## src/rtl/csr_exec_unit_pkg.sv

```systemverilog
// rtl/csr_exec_unit_pkg.sv - shared CSR op/state types and machine-mode CSR constants
package csr_exec_unit_pkg;

  // Operations the commit stage can hand to the unit; other encodings are dropped.
  typedef enum logic [2:0] {
    CSR_OP_RW    = 3'd1,
    CSR_OP_RS    = 3'd2,
    CSR_OP_RC    = 3'd3,
    CSR_OP_ECALL = 3'd4,
    CSR_OP_MRET  = 3'd5
  } csr_op_t;

  // Machine-mode CSR addresses touched by the trap sequences.
  localparam logic [11:0] CSR_MSTATUS = 12'h300;
  localparam logic [11:0] CSR_MTVEC   = 12'h305;
  localparam logic [11:0] CSR_MEPC    = 12'h341;
  localparam logic [11:0] CSR_MCAUSE  = 12'h342;
  localparam logic [11:0] CSR_MCYCLE  = 12'hB00;

  // mstatus field positions.
  localparam int MSTATUS_MIE    = 3;
  localparam int MSTATUS_MPIE   = 7;
  localparam int MSTATUS_MPP_LO = 11;
  localparam int MSTATUS_MPP_HI = 12;

  // Privilege encodings written into MPP.
  localparam logic [1:0] PRIV_M = 2'b11;
  localparam logic [1:0] PRIV_U = 2'b00;

  // One state per register-file access; trap entry and return are fixed sequences.
  typedef enum logic [2:0] {
    ST_IDLE,
    ST_EXEC,
    ST_T_EPC,
    ST_T_CAUSE,
    ST_T_STATUS,
    ST_T_VEC,
    ST_R_STATUS,
    ST_R_EPC
  } csr_state_t;

  // Address bits [11:10] == 2'b11 mark a read-only CSR.
  function automatic logic csr_is_read_only(input logic [11:0] addr);
    return (addr[11:10] == 2'b11);
  endfunction

endpackage

```

## src/rtl/csr_exec_unit_if.sv

```systemverilog
// rtl/csr_exec_unit_if.sv - request, response, redirect and register-file port bundle
interface csr_exec_unit_if #(
  parameter int XLEN = 64
);
  import csr_exec_unit_pkg::*;

  // commit-stage request
  logic            req_valid;
  logic            req_ready;
  csr_op_t         req_op;
  logic [11:0]     req_addr;
  logic [XLEN-1:0] req_src;
  logic [XLEN-1:0] req_pc;

  // pipeline response and fetch redirect
  logic            resp_valid;
  logic [XLEN-1:0] resp_rdata;
  logic            redirect_valid;
  logic [XLEN-1:0] redirect_pc;

  // CSR register-file port
  logic [11:0]     csr_addr;
  logic [XLEN-1:0] csr_wdata;
  logic            csr_we;
  logic [XLEN-1:0] csr_rdata;
  logic            mcycle_inc;

  // The execution unit.
  modport slave (
    input  req_valid, req_op, req_addr, req_src, req_pc, csr_rdata,
    output req_ready, resp_valid, resp_rdata, redirect_valid, redirect_pc,
           csr_addr, csr_wdata, csr_we, mcycle_inc
  );

  // The commit stage plus the register file around it.
  modport master (
    output req_valid, req_op, req_addr, req_src, req_pc, csr_rdata,
    input  req_ready, resp_valid, resp_rdata, redirect_valid, redirect_pc,
           csr_addr, csr_wdata, csr_we, mcycle_inc
  );

endinterface

```

## src/rtl/csr_exec_unit_alu.sv

```systemverilog
// rtl/csr_exec_unit_alu.sv - read-modify-write result and write-enable for CSRRW/RS/RC
module csr_exec_unit_alu
  import csr_exec_unit_pkg::*;
#(
  parameter int XLEN = 64
) (
  input  csr_op_t         i_op,
  input  logic [11:0]     i_addr,
  input  logic [XLEN-1:0] i_old,
  input  logic [XLEN-1:0] i_src,
  output logic [XLEN-1:0] o_result,
  output logic            o_we
);

  logic w_src_zero;
  logic w_read_only;

  assign w_src_zero  = (i_src == '0);
  assign w_read_only = csr_is_read_only(i_addr);

  // New CSR value and whether the write actually happens; RS/RC with a zero mask are pure reads.
  always_comb begin
    o_result = i_src;
    o_we     = 1'b0;
    unique case (i_op)
      CSR_OP_RW: begin
        o_result = i_src;
        o_we     = !w_read_only;
      end
      CSR_OP_RS: begin
        o_result = i_old | i_src;
        o_we     = !w_read_only && !w_src_zero;
      end
      CSR_OP_RC: begin
        o_result = i_old & ~i_src;
        o_we     = !w_read_only && !w_src_zero;
      end
      default: begin
        o_result = i_src;
        o_we     = 1'b0;
      end
    endcase
  end

endmodule

```

## src/rtl/csr_exec_unit.sv

```systemverilog
// rtl/csr_exec_unit.sv - CSR read/modify/write and ECALL/MRET sequencer over one register-file port
module csr_exec_unit
  import csr_exec_unit_pkg::*;
#(
  parameter int XLEN        = 64,
  parameter int ECALL_CAUSE = 11
) (
  input logic            clk,
  input logic            reset,
  csr_exec_unit_if.slave bus
);

  csr_state_t      r_state;
  csr_op_t         r_op;
  logic [11:0]     r_addr;
  logic [XLEN-1:0] r_src;
  logic [XLEN-1:0] r_pc;

  logic            w_accept;
  logic [XLEN-1:0] w_alu_result;
  logic            w_alu_we;
  logic [XLEN-1:0] w_status_trap;
  logic [XLEN-1:0] w_status_ret;

  assign w_accept = bus.req_valid && bus.req_ready;

  csr_exec_unit_alu #(
    .XLEN (XLEN)
  ) u_alu (
    .i_op     (r_op),
    .i_addr   (r_addr),
    .i_old    (bus.csr_rdata),
    .i_src    (r_src),
    .o_result (w_alu_result),
    .o_we     (w_alu_we)
  );

  // mstatus images for trap entry and trap return, built from the value currently on csr_rdata.
  always_comb begin
    w_status_trap                                = bus.csr_rdata;
    w_status_trap[MSTATUS_MPIE]                  = bus.csr_rdata[MSTATUS_MIE];
    w_status_trap[MSTATUS_MIE]                   = 1'b0;
    w_status_trap[MSTATUS_MPP_HI:MSTATUS_MPP_LO] = PRIV_M;

    w_status_ret                                 = bus.csr_rdata;
    w_status_ret[MSTATUS_MIE]                    = bus.csr_rdata[MSTATUS_MPIE];
    w_status_ret[MSTATUS_MPIE]                   = 1'b1;
    w_status_ret[MSTATUS_MPP_HI:MSTATUS_MPP_LO]  = PRIV_U;
  end

  // Sequencer state and the request fields latched on accept.
  always_ff @(posedge clk) begin
    if (reset) begin
      r_state <= ST_IDLE;
      r_op    <= CSR_OP_RW;
      r_addr  <= '0;
      r_src   <= '0;
      r_pc    <= '0;
    end else begin
      unique case (r_state)
        ST_IDLE: begin
          if (w_accept) begin
            r_op   <= bus.req_op;
            r_addr <= bus.req_addr;
            r_src  <= bus.req_src;
            r_pc   <= bus.req_pc;
            unique case (bus.req_op)
              CSR_OP_RW, CSR_OP_RS, CSR_OP_RC: r_state <= ST_EXEC;
              CSR_OP_ECALL:                    r_state <= ST_T_EPC;
              CSR_OP_MRET:                     r_state <= ST_R_STATUS;
              default:                         r_state <= ST_IDLE;
            endcase
          end
        end
        ST_EXEC:     r_state <= ST_IDLE;
        ST_T_EPC:    r_state <= ST_T_CAUSE;
        ST_T_CAUSE:  r_state <= ST_T_STATUS;
        ST_T_STATUS: r_state <= ST_T_VEC;
        ST_T_VEC:    r_state <= ST_IDLE;
        ST_R_STATUS: r_state <= ST_R_EPC;
        ST_R_EPC:    r_state <= ST_IDLE;
        default:     r_state <= ST_IDLE;
      endcase
    end
  end

  // All outputs decode from state and latched fields; reset forces every output to its idle value.
  always_comb begin
    bus.req_ready      = 1'b0;
    bus.resp_valid     = 1'b0;
    bus.resp_rdata     = '0;
    bus.redirect_valid = 1'b0;
    bus.redirect_pc    = '0;
    bus.csr_addr       = '0;
    bus.csr_wdata      = '0;
    bus.csr_we         = 1'b0;
    bus.mcycle_inc     = 1'b0;
    if (!reset) begin
      bus.mcycle_inc = 1'b1;
      unique case (r_state)
        ST_IDLE: begin
          bus.req_ready = 1'b1;
        end
        ST_EXEC: begin
          bus.csr_addr   = r_addr;
          bus.csr_wdata  = w_alu_result;
          bus.csr_we     = w_alu_we;
          bus.resp_valid = 1'b1;
          bus.resp_rdata = bus.csr_rdata;
        end
        ST_T_EPC: begin
          bus.csr_addr  = CSR_MEPC;
          bus.csr_wdata = r_pc & ~XLEN'(1);
          bus.csr_we    = 1'b1;
        end
        ST_T_CAUSE: begin
          bus.csr_addr  = CSR_MCAUSE;
          bus.csr_wdata = XLEN'(unsigned'(ECALL_CAUSE));
          bus.csr_we    = 1'b1;
        end
        ST_T_STATUS: begin
          bus.csr_addr  = CSR_MSTATUS;
          bus.csr_wdata = w_status_trap;
          bus.csr_we    = 1'b1;
        end
        ST_T_VEC: begin
          // Only direct-mode vectoring: the mode bits are simply masked off.
          bus.csr_addr       = CSR_MTVEC;
          bus.redirect_valid = 1'b1;
          bus.redirect_pc    = bus.csr_rdata & ~XLEN'(3);
        end
        ST_R_STATUS: begin
          bus.csr_addr  = CSR_MSTATUS;
          bus.csr_wdata = w_status_ret;
          bus.csr_we    = 1'b1;
        end
        ST_R_EPC: begin
          bus.csr_addr       = CSR_MEPC;
          bus.redirect_valid = 1'b1;
          bus.redirect_pc    = bus.csr_rdata;
        end
        default: begin
          bus.req_ready = 1'b0;
        end
      endcase
    end
  end

endmodule

```

## src/flat_wrapper.sv

```systemverilog
// flat-port wrapper written by rule: the top's interface ports become plain ports
module csr_exec_unit_flat import csr_exec_unit_pkg::*;
#(
  parameter int XLEN        = 64,
  parameter int ECALL_CAUSE = 11
)
  (clk, reset, bus_req_valid, bus_req_op, bus_req_addr, bus_req_src, bus_req_pc, bus_csr_rdata, bus_req_ready, bus_resp_valid, bus_resp_rdata, bus_redirect_valid, bus_redirect_pc, bus_csr_addr, bus_csr_wdata, bus_csr_we, bus_mcycle_inc);
  csr_exec_unit_if #(.XLEN(XLEN)) bus_i ();
  input logic clk;
  input logic reset;
  input wire logic [$bits(bus_i.req_valid)-1:0] bus_req_valid;
  input wire logic [$bits(bus_i.req_op)-1:0] bus_req_op;
  input wire logic [$bits(bus_i.req_addr)-1:0] bus_req_addr;
  input wire logic [$bits(bus_i.req_src)-1:0] bus_req_src;
  input wire logic [$bits(bus_i.req_pc)-1:0] bus_req_pc;
  input wire logic [$bits(bus_i.csr_rdata)-1:0] bus_csr_rdata;
  output wire logic [$bits(bus_i.req_ready)-1:0] bus_req_ready;
  output wire logic [$bits(bus_i.resp_valid)-1:0] bus_resp_valid;
  output wire logic [$bits(bus_i.resp_rdata)-1:0] bus_resp_rdata;
  output wire logic [$bits(bus_i.redirect_valid)-1:0] bus_redirect_valid;
  output wire logic [$bits(bus_i.redirect_pc)-1:0] bus_redirect_pc;
  output wire logic [$bits(bus_i.csr_addr)-1:0] bus_csr_addr;
  output wire logic [$bits(bus_i.csr_wdata)-1:0] bus_csr_wdata;
  output wire logic [$bits(bus_i.csr_we)-1:0] bus_csr_we;
  output wire logic [$bits(bus_i.mcycle_inc)-1:0] bus_mcycle_inc;
  assign bus_i.req_valid = bus_req_valid;
  assign bus_i.req_op = bus_req_op;
  assign bus_i.req_addr = bus_req_addr;
  assign bus_i.req_src = bus_req_src;
  assign bus_i.req_pc = bus_req_pc;
  assign bus_i.csr_rdata = bus_csr_rdata;
  assign bus_req_ready = bus_i.req_ready;
  assign bus_resp_valid = bus_i.resp_valid;
  assign bus_resp_rdata = bus_i.resp_rdata;
  assign bus_redirect_valid = bus_i.redirect_valid;
  assign bus_redirect_pc = bus_i.redirect_pc;
  assign bus_csr_addr = bus_i.csr_addr;
  assign bus_csr_wdata = bus_i.csr_wdata;
  assign bus_csr_we = bus_i.csr_we;
  assign bus_mcycle_inc = bus_i.mcycle_inc;
  csr_exec_unit #(.XLEN(XLEN), .ECALL_CAUSE(ECALL_CAUSE)) u_core (.clk(clk), .reset(reset), .bus(bus_i));
endmodule
```

## config.mk

```make
export PLATFORM = sky130hd
export DESIGN_NAME = csr_exec_unit_flat
export DESIGN_NICKNAME = d
export VERILOG_FILES = /design/src/rtl/csr_exec_unit_pkg.sv /design/src/rtl/csr_exec_unit_if.sv /design/src/rtl/csr_exec_unit_alu.sv /design/src/rtl/csr_exec_unit.sv /design/src/flat_wrapper.sv
export SDC_FILE = /design/constraint.sdc
export NUM_CORES = 1
export LEC_CHECK = 0
export ABC_AREA = 1
export CORE_ASPECT_RATIO = 0.7
export CORE_MARGIN = 2
export CORE_UTILIZATION = 30
export CTS_BUF_LIST = sky130_fd_sc_hd__clkbuf_2
export CTS_CLUSTER_SIZE = 16
export DETAILED_ROUTE_END_ITERATION = 8
export PLACE_DENSITY = 0.75
export SETUP_SLACK_MARGIN = 0.15
export SLEW_MARGIN = 20
export SYNTH_ARGS = -nofsm -noshare
export SYNTH_HDL_FRONTEND = slang
export SYNTH_SLANG_ARGS = --single-unit
```

## constraint.sdc

```tcl
create_clock -name clk -period 4.2 [get_ports clk]
set_clock_uncertainty 0.1 [all_clocks]
set_input_delay 0.63 -clock clk [delete_from_list [all_inputs] [get_ports clk]]
set_output_delay 0.63 -clock clk [all_outputs]
set_load 0.005 [all_outputs]
```

After elaboration in Yosys (flattened, before gate mapping)
Cells that the tools add are included.
- word-level logic and storage cells: 61
- output and inout port bits: 209
- register bits: 146
- input port bits: 210
- multiplexer cells: 22
- reductions and logical operators: 14
- bitwise operators: 3
- equal/unequal tests: 17
- operators by type and width (operator ; count):
    $pmux 64 s5 ; 1
    $mux 64 ; 4
    $pmux 64 s2 ; 2
    $and 64x64->64 ; 1
    $logic_not 64->1 ; 1
    $not 64->64 ; 1
    $or 64x64->64 ; 1
    $pmux 12 s5 ; 1
    $eq 3x2->1 const B ; 6
    $eq 3x3->1 const B ; 6
    $pmux 3 s6 ; 1
    $mux 12 ; 1
    $eq 3x1->1 const B ; 3
    $pmux 3 s3 ; 1
    $mux 1 ; 8
    $reduce_or 2->1 ; 4
    $reduce_or 3->1 ; 2
    $pmux 1 s2 ; 2
    $reduce_or 4->1 ; 1
    $logic_not 3->1 ; 1
    $mux 3 ; 1
    $eq 2x2->1 const B ; 1
    $logic_and 1x1->1 ; 2
    $logic_not 1->1 ; 2
    2 further kinds ; 2

Longest topological paths before layout
- word-level depth: 6
- mapped depth: 10
- gate-level depth less buffers: 10

Modules after synthesis
Synthesis repeated with hierarchy kept, for this count alone.
- cell total of the unflattened synthesis: 1854
- area, all modules: 10307.4 um^2
- by module, submodules not included (module ; cells an instance ; area each (um^2) ; instances ; sequential area each (um^2)):
    csr_exec_unit ; 1585 ; 8598.2 ; 1 ; 2902.8
    csr_exec_unit_alu ; 269 ; 1709.1 ; 1 ; 0.0

Least setup slack after synthesis
No wires, ideal clock.
- kind: input -> output
- from: in reset
- to: out bus_resp_rdata[13]
- stages: 8
- data arrival time: 1578 ps
- buffers on the path: 3
- required time: 3470 ps
- slack: 1892 ps
- path through: buf_2 -> nor2_1 -> inv_1 -> nor2_1 -> inv_1 -> buf_2 -> buf_2 -> nor2_1
- word-level cells in the longest chain between the ends: 1
- ends and longest elaborated chain (what ; RTL line ; RTL):
    start: declaration ; flat_wrapper.sv:10 ; input logic reset;
    $mux 64 ; csr_exec_unit.sv:98 ; if (!reset) begin
    end: declaration ; flat_wrapper.sv:19 ; output wire logic [$bits(bus_i.resp_rdata)-1:0] bus_resp_rdata;
Every way passes these cells.

Final worst setup path
- from: reg u_core.r_op[2]
- to: out bus_csr_wdata[11]
- word-level cells in the longest chain between the ends: 4
- elaborated cells on any way between the ends: 5
- those cells by class: 2 x eq/ne; 3 x mux
- ends and longest elaborated chain (what ; RTL line ; RTL):
    start: declaration ; csr_exec_unit.sv:14 ; csr_op_t r_op;
    start signal: assignment ; csr_exec_unit.sv:63 ; r_op <= bus.req_op;
    $eq 3x2->1 ; csr_exec_unit_alu.sv:25 ; unique case (i_op)
    $pmux 64 s2 (*) ; csr_exec_unit_alu.sv:25 ;
    $pmux 64 s5 (*) ; csr_exec_unit.sv:100 ; unique case (r_state)
    $mux 64 (*) ; csr_exec_unit.sv:98 ;
    end: declaration ; flat_wrapper.sv:23 ; output wire logic [$bits(bus_i.csr_wdata)-1:0] bus_csr_wdata;
Every way passes the cells marked *; elsewhere a longest branch is shown, timed or not.

==> impl_results.md <==
- Status: finished clean
- Setup TNS: 0 ps
- Slew Viols, Final: 0
- Post-synth cell types: 25
- Peak supply drop: 151 uV
- Total grt overflow: 0
- CTS tree: done
- Post-synth EDFFs: 0
- Initial DRC count: 742
- Post-Syn Instances: 1259
- Avg WL per Cell: 17.9 um
- FMAX: 265 MHz
- Layout cells sized above 1: 4.06%
- Number of setup violations in the final report: 0
- Worst-skew pair later-pin latency: 730 ps
- Async set-reset flop share out of synthesis: 0%
- Die area: 28700 um2
- Crit path DAT: 3050 ps
- Multi-input logic area: 4220 um2
- Placed Area: 12500 um2
- Die Width: 202 um
- FILL cells: 2689
- Initial core utilization: 30.6%
- Largest buffer count on any clock path: 2
- Synthesized Nets: 1469
- Die height: 142 um
- First-pass GRT wire length: 53400 um
- Register area share after synthesis: 35.4%
- Via density: 5.08
- DR vias: 10118
- Cell Area, Synth: 8200 um2
- WS Path Type: reg -> out
- Synth Warn #: 0
- Total track usage: 23.8%
- Least-Margin Pin Slew: 862 ps
- Port-buffer cells: 417
- Final worst slack: 420 ps
- Nets: 1824
- Part of the cycle the worst path needs: 90.0%
- Num ports: 419
- Hold buffer count at CTS: 0
- Clock sinks: 145
- Top cell type's share of synthesized area: 35.4%
- Post-synth top area cell: dfxtp_1
- Time the worst path needs with I/O delays and setup: 3780 ps
- Final Hold Vio Count: 0
- Worst EP required: 3470 ps
- Met2 WL: 15900 um
- Syn_area_per_cell: 6.51 um2
- Root buffer cell: clkbuf_2
- 1st-pass router iterations: 5
- Largest net degree at the start of global routing: 141
- Top Metal Used: met5
- GP Congestion: 0.908
- Core ar.: 26800 um2
- Seq cells post-synth: 145
- Maxcap violations: 0
- Area grow syn2layout: 55.6%
- Number of global-route vias before repair: 9551
- DRC: 0
- H-Tree Depth: 4
- LEAKAGE: 0.00499 uW
- WL met1: 15100 um
- Design area: 12800 um2
- Hold WC Path Type: in -> reg
- Top_reg_cell synth: dfxtp_1
- Crit path launch type: flop
- Critical Path End Type: primary output
- CTS buffer count: 17
- Top cells by area in the synthesized netlist: dfxtp_1, a21oi_1, o21ai_0
- Relative slew slack: 42.5%
- Post-CTS Setup Bufs: 0
- Final antenna-violating net count: 0
- Post-Place Worst Slack: 1040 ps
- Site Rows: 50
- Initial antenna violation count: 2
- Register area: 2900 um2
- Detailed Route WL: 35600 um
- Clock Pin Slew Worst Setup and Hold Paths: 230 ps
- Post-detail-place hpwl: 25900 um
- RSZ-0062 raised after global routing: no
- Met3 wire len: 3410 um
- Pwr/cell area: 259 nW/um2
- Worst-path fanout max: 64
[power by group]
group	leakage (uW)	internal, uW	total [uW]	switching [uW]
logic	0.00365	397	877	480
registers	0.00119	1500	1560	65.1
clock network	0.000148	327	864	537
total	0.00499	2220	3310	1080
[cells by family after synthesis]
family | after synthesis | synth area share (%)
simple gates | 450 | 22.3
compound gates | 413 | 28.9
buf+inv | 251 | 13.4
flops | 145 | 35.4
[per-layer routing]
metal	GRT usage, %	vias to the layer above
met5	0	-
met1	30.0	4678
met2	37.7	490
met3	7.37	58
li1	-	4890
met4	10.1	2
[cell type report]
cell class	instances	area share, %
Clock buffer	19	0.745
Timing Repair Buffer	436	34.2
Multi-Input combinational cell	863	33.1
Inverter	151	4.48
Clock inverter	12	1.12
Sequential cell	145	22.7
Antenna cell	1	0.0196
Tap cell	364	3.57
[path summary, 6_finish.rpt]
kind	start	endpoint	slack [ps]	cells after the start
worst max-delay path	u_core.r_op[2]$_SDFFE_PP0P_	bus_csr_wdata[11]	420	8
worst max register to register	u_core.r_state[0]$_SDFFE_PP0P_	u_core.r_addr[4]$_SDFFE_PP0P_	2020	8
worst min-delay path	bus_req_pc[9]	u_core.r_pc[9]$_SDFFE_PP0P_	290	3
worst min register to register	u_core.r_pc[19]$_SDFFE_PP0P_	u_core.r_pc[19]$_SDFFE_PP0P_	380	2
[critical path, stage by stage, from the launching register on]
cell and delay, ps:
dfxtp_1 400, inv_1 70, nand3_2 70, buf_4 640
o21ai_0 150, a21oi_1 250, nor3_1 70, nor2_1 120
clkdlybuf4s50_1 520
[Yosys cell counts (13+ instances only)]
library cell	n
a22oi_1	58
clkbuf_1	53
dfxtp_1	145
a21oi_1	141
nand2_1	181
inv_1	144
nor2_1	181
buf_6	13
nand3_1	69
buf_2	26
o211ai_1	60
o21ai_0	139
[metrics by stage]
step / hold slack (ps) / util [%] / cells / total power [uW]
6_report: 291 / 47.7 / 1991 / 3310
2_1_floorplan: 325 / - / 1259 / 2020
4_1_cts: 176 / 47.6 / 1990 / 3340
3_5_place_dp: 354 / 46.7 / 1959 / 2460
3_3_place_gp: 342 / 46.7 / 1959 / 2440
5_1_grt: 171 / 47.7 / 1991 / 3490
[cells in the final DEF (no fill, tap or decap), types with 7 or more instances in the layout]
master	Yosys	layout
nand3_1	69	68
dfxtp_1	145	145
a22oi_1	58	58
o211ai_1	60	60
o21ai_0	139	139
clkbuf_2	0	19
o21ai_1	11	11
nor3_1	12	12
nor2_1	181	181
clkdlybuf4s50_1	0	416
a21oi_1	141	141
inv_2	5	7
nand2_1	181	181
buf_4	6	15
inv_1	144	142
[registers in the layout, summed over array words and instances (netlist names)]
register        flops
u_core.r_pc        63
u_core.r_op         3
u_core.r_src       64
u_core.r_state      3
u_core.r_addr      12
[what timing repair did]
action / CTS / global route
endpoints found under the hold margin: 0 / 0
setup endpoints to repair: 0 / 1
gates resized for setup: 0 / 1
(Power assumes the default switching activity.)
